===== src/rtl/multiword_addsub_seq_pkg.sv =====
// Shared types and constants for the byte-serial multi-precision add/subtract sequencer.
package addsub_pkg;

   typedef enum logic [1:0] {
      IDLE = 2'd0,
      RUN  = 2'd1,
      DONE = 2'd2
   } state_t;

   localparam int BYTE_W = 8;

   localparam logic OP_ADD = 1'b0;
   localparam logic OP_SUB = 1'b1;

endpackage


===== src/rtl/multiword_addsub_seq_byte_addsub.sv =====
// Pure 8-bit adder with carry-in/carry-out; the sequencer supplies any inversions.
module byte_addsub
   import addsub_pkg::*;
(
   input  logic [BYTE_W-1:0] I0,
   input  logic [BYTE_W-1:0] I1,
   input  logic              CIN,
   output logic [BYTE_W-1:0] O,
   output logic              COUT
);

   logic [BYTE_W:0] sum;

   assign sum       = {1'b0, I0} + {1'b0, I1} + {{BYTE_W{1'b0}}, CIN};
   assign {COUT, O} = sum;

endmodule


===== src/rtl/multiword_addsub_seq.sv =====
// Byte-serial multi-precision add/subtract: one shared 8-bit core driven LSB first,
// with the carry chained through a register between cycles.
module multiword_addsub_seq
   import addsub_pkg::*;
#(
   parameter int WORDS = 4
)(
   input  logic                  CLK,
   input  logic                  RESET,
   input  logic                  IN_VALID,
   output logic                  IN_READY,
   input  logic [8*WORDS-1:0]    A,
   input  logic [8*WORDS-1:0]    B,
   input  logic                  SUB,
   input  logic                  CIN,
   output logic                  OUT_VALID,
   input  logic                  OUT_READY,
   output logic [8*WORDS-1:0]    O,
   output logic                  COUT,
   output logic                  V
);

   localparam int            KW     = (WORDS > 1) ? $clog2(WORDS) : 1;
   localparam logic [KW-1:0] LAST_K = KW'(WORDS - 1);

   state_t state_reg, state_next;

   logic [WORDS-1:0][BYTE_W-1:0] a_reg, b_reg, o_reg;
   logic                         sub_reg;
   logic                         carry_reg;
   logic                         cout_reg;
   logic                         v_reg;
   logic [KW-1:0]                k_reg;

   logic [BYTE_W-1:0] core_i0, core_i1, core_o;
   logic              core_cout;
   logic              last_byte;
   logic              v_next;

   // Subtract is A + ~B + ~CIN, so the B inversion happens here and the core stays an adder.
   assign core_i0   = a_reg[k_reg];
   assign core_i1   = (sub_reg == OP_SUB) ? ~b_reg[k_reg] : b_reg[k_reg];
   assign last_byte = (k_reg == LAST_K);
   assign v_next    = (a_reg[WORDS-1][BYTE_W-1] == core_i1[BYTE_W-1]) &&
                      (core_o[BYTE_W-1] != a_reg[WORDS-1][BYTE_W-1]);

   byte_addsub u_core (
      .I0   (core_i0),
      .I1   (core_i1),
      .CIN  (carry_reg),
      .O    (core_o),
      .COUT (core_cout)
   );

   always_ff @(posedge CLK) begin
      if (RESET) begin
         state_reg <= IDLE;
      end else begin
         state_reg <= state_next;
      end
   end

   always_comb begin
      state_next = state_reg;
      IN_READY   = 1'b0;
      OUT_VALID  = 1'b0;
      case (state_reg)
         IDLE: begin
            IN_READY = 1'b1;
            if (IN_VALID) state_next = RUN;
         end
         RUN: begin
            if (last_byte) state_next = DONE;
         end
         DONE: begin
            OUT_VALID = 1'b1;
            if (OUT_READY) state_next = IDLE;
         end
         default: state_next = IDLE;
      endcase
   end

   always_ff @(posedge CLK) begin
      if (RESET) begin
         a_reg     <= '0;
         b_reg     <= '0;
         o_reg     <= '0;
         sub_reg   <= 1'b0;
         carry_reg <= 1'b0;
         cout_reg  <= 1'b0;
         v_reg     <= 1'b0;
         k_reg     <= '0;
      end else begin
         case (state_reg)
            IDLE: begin
               if (IN_VALID) begin
                  a_reg     <= A;
                  b_reg     <= B;
                  sub_reg   <= SUB;
                  k_reg     <= '0;
                  carry_reg <= (SUB == OP_SUB) ? ~CIN : CIN;
               end
            end
            RUN: begin
               o_reg[k_reg] <= core_o;
               carry_reg    <= core_cout;
               if (last_byte) begin
                  cout_reg <= core_cout;
                  v_reg    <= v_next;
               end else begin
                  k_reg <= k_reg + 1'b1;
               end
            end
            default: ;
         endcase
      end
   end

   assign O    = o_reg;
   assign COUT = cout_reg;
   assign V    = v_reg;

endmodule


===== config.mk =====
export PLATFORM = sky130hd
export DESIGN_NAME = multiword_addsub_seq
export DESIGN_NICKNAME = d
export VERILOG_FILES = /design/src/rtl/multiword_addsub_seq_pkg.sv /design/src/rtl/multiword_addsub_seq_byte_addsub.sv /design/src/rtl/multiword_addsub_seq.sv
export SDC_FILE = /design/constraint.sdc
export NUM_CORES = 1
export LEC_CHECK = 0
export CAP_MARGIN = 40
export CORE_ASPECT_RATIO = 1.5
export CORE_UTILIZATION = 50
export DETAILED_ROUTE_END_ITERATION = 16
export GPL_TIMING_DRIVEN = 0
export PLACE_DENSITY = 0.8
export SYNTH_ARGS = -nofsm -noshare
export SYNTH_HDL_FRONTEND = slang
export SYNTH_SLANG_ARGS = --single-unit

===== constraint.sdc =====
create_clock -name CLK -period 3.8 [get_ports CLK]
set_input_delay 1.14 -clock CLK [delete_from_list [all_inputs] [get_ports CLK]]
set_output_delay 1.14 -clock CLK [all_outputs]
set_load 0.02 [all_outputs]

==> reports/summary.json <==
{
  "synth": {
    "synth_area_leader_cell": "dfxtp_1",
    "yosysWarnings": 0,
    "dominant_combinational_cell_family_by_area_after_synthesis": "simple AND/OR/NAND/NOR gates",
    "yosys-top-cells-area": "dfxtp_1, nand2_1, a21oi_1",
    "yosys_most_used_dff": "dfxtp_1",
    "synth.mux.area_fraction_pct": 8.76,
    "ys_seq_area_share_pct": 46.0,
    "synthAdderAreaFrac_pct": 3.92,
    "syn_inst": 530,
    "postSynth.asyncResetShare_pct": 0,
    "synthMostInstantiatedCell": "nand2_1",
    "postSynthNetCount": 613,
    "synth_enable_flop_cells": 0,
    "ys_ff_latch": 104,
    "syn-cell-area_mm2": 0.00453,
    "synth_common_cells": "nand2_1, dfxtp_1, a21oi_1, clkbuf_1, nor2_1",
    "yosysTopAreaCellShare_pct": 46.0,
    "fraction_of_the_mapped_netlist_area_in_compound_gates_pct": 15.5,
    "synth_area_per_cell_um2": 8.54,
    "synth_xor_xnor_area_share_pct": 2.49,
    "post_synth_num_cell_types": 36,
    "synth-simple-area-share_pct": 19.3
  },
  "detailed_routing": {
    "drt-initial-drc-count": 133,
    "drt_pre_antenna_iters": 5,
    "finalWirelength_um": 11300,
    "post_drt_via_cell_ratio": 5.32,
    "detail_route.drc_violations": 0,
    "routed_wire_length_per_instance_um": 14.9,
    "via_count": 4041,
    "ant_nets": 0
  },
  "finish": {
    "multi_input_area_mm2": 0.00226,
    "fillers": 772,
    "post_route_cells_drive_above_1_share_pct": 4.62,
    "layout.area.seq_mm2": 0.00208,
    "postLayoutCoreUtil_pct": 67.9,
    "antenna_cells_inserted": 0,
    "finalInstanceArea_mm2": 0.00599,
    "stdcell_count": 759,
    "nets": 728,
    "synthToLayoutAreaGrowth_pct": 32.4
  },
  "grt": {
    "first_global_vias": 3981,
    "grt_remaining_overflow": 0,
    "grt_use_total_pct": 25.8,
    "antenna_found_initial": 0,
    "grt_max_degree": 16,
    "wire_length_of_the_first_global_routing_pass_um": 18500
  },
  "placed_design": {
    "detailedPlacementHpwl_um": 8690,
    "gp_congestion": 0.884,
    "buffer_ports.inserted": 104,
    "placed_cell_area_mm2": 0.00571,
    "placed_cells": 744
  },
  "sta": {
    "rsz0062_at_grt": "false",
    "worst-slew-pin-transition_ns": 0.562,
    "setup_viol_count_final": 0,
    "min_period_over_period_pct": 87.5,
    "hold_viol_final": 0,
    "timing.max_slew.rel_slack_pct": 62.2,
    "finalSetupTns_ns": 0,
    "period_minus_slack_ns": 3.33,
    "max_clock_freq_mhz": 301,
    "timing.final.max_slew_violations": 0,
    "skew_ns": 0.00634
  },
  "cts": {
    "cts-hold-fix-buffers": 0,
    "cts_tree": "yes",
    "tritoncts_sink_count": 104,
    "h-tree-depth": 3,
    "worst_skew_pair.late_latency_ns": 0.35,
    "path_clk_slew_ns": 0.07,
    "cts_inserted_buffers": 9,
    "root_buffer": "clkbuf_16",
    "cts.path.max_buffers": 2,
    "cts.repair.resized": 0,
    "postCtsSetupBuffers": 0
  },
  "die": {
    "die-area_mm2": 0.00945,
    "boundaryPins": 106,
    "floorplan.initialDensity_pct": 51.3,
    "dieWidth_um": 79.7,
    "fp.dieH_um": 119,
    "core_mm2": 0.00883,
    "fp-row-count": 42
  },
  "critical_path": {
    "worst-endpoint-arrival_ns": 3.55,
    "worst_setup_path_end_kind": "register",
    "worst_setup_path_start_kind": "register",
    "worst-endpoint-required_ns": 4.02,
    "worstPathMaxFanout": 10,
    "timing.setup.critical_path_class": "reg -> reg"
  },
  "pwr": {
    "leakagePower_nw": 2.23,
    "p_total_mw": 2.51,
    "combinational_group_share_of_total_power_pct": 17.0,
    "vdd_ir_drop_max_uv": 279,
    "p_switching_mw": 0.643,
    "power_switching_share_pct": 25.6,
    "power.internal_mw": 1.86,
    "power-per-cell-area_mw_per_mm2": 418,
    "fraction_of_power_consumed_by_the_clock_network_pct": 36.2,
    "power.sequential.fraction_pct": 46.8
  },
  "run": {
    "max_cap_viol_count": 0
  },
  "outcome": {
    "status": "complete, no violations"
  },
  "min_path": {
    "holdCritPathClass": "reg -> reg"
  }
}
layer usage:
layer  GRT usage (%)  vias up  routed length (um)
met4            15.7        0                 437
met1            30.0     1862                4490
met5               0        -                   0
li1                -     2025                   -
met3            2.78       33                 397
met2            44.3      121                5960
worst paths after layout:
check / start / end / slack (ns) / cells after the start
hold / removal: b_reg[18] / b_reg[18] / 0.45 / 2
setup / recovery: k_reg[1] / O[30] / 0.47 / 12
setup reg to reg: k_reg[1] / O[30] / 0.47 / 12
hold reg to reg: b_reg[18] / b_reg[18] / 0.45 / 2
kinds of logic (layout without fill, tap and decap cells):
logic type,after synthesis,in the layout
and+or+nand+nor,216,216
muxes,17,17
AOI/OAI and AO/OA,123,123
adders and majority gates,13,13
DFF,104,104
buffers and inverters,45,164
xor gates and xnor gates,12,12
critical path, stage by stage, from the launching register on:
cell	delay, ns
dfxtp_1	0.36
buf_2	0.26
buf_1	0.48
mux4_1	0.39
inv_1	0.12
fa_1	0.23
inv_1	0.06
fa_1	0.40
a21o_1	0.21
nand4_1	0.11
nand2_1	0.08
xnor2_1	0.36
o31ai_1	0.14
layout make-up:
class / count / share of cell area [%]
clock inverter: 3 / 0.710
timing repair buffer: 104 / 17.4
inverter: 9 / 0.564
sequential: 104 / 34.7
multi-input combinational: 381 / 37.7
buffer: 36 / 2.48
clock buffer: 12 / 4.11
tap: 110 / 2.30
per-stage QoR:
step                hold slack (ns)  setup slack, ns
finish                        0.453            0.474
global placement              0.438            0.567
detailed placement            0.446            0.450
CTS                           0.455            0.435
global route                  0.472            0.284
floorplan                     0.432            0.997
power groups by stage:
stage | Sequential [mW] | Clock [mW] | Combinational (mW)
final | 1.17 | 0.908 | 0.425
after global routing | 1.18 | 0.958 | 0.466
after CTS | 1.17 | 0.916 | 0.424
after detailed placement | 1.20 | 0 | 0.422
after global placement | 1.19 | 0 | 0.413
after floorplan | 1.20 | 0 | 0.240
placed cells by master (no fill, tap or decap), types with 7 or more instances in the layout:
cell type	netlist	routed
mux4_2	9	9
inv_1	9	9
nor2_1	23	23
clkbuf_1	26	28
mux4_1	7	7
ha_1	11	11
nand3_1	9	9
clkbuf_16	0	9
clkdlybuf4s50_1	0	104
dfxtp_1	104	104
nand2_1	164	164
a211oi_1	12	12
a21oi_1	90	90
Power figures use the tool's default switching activity.
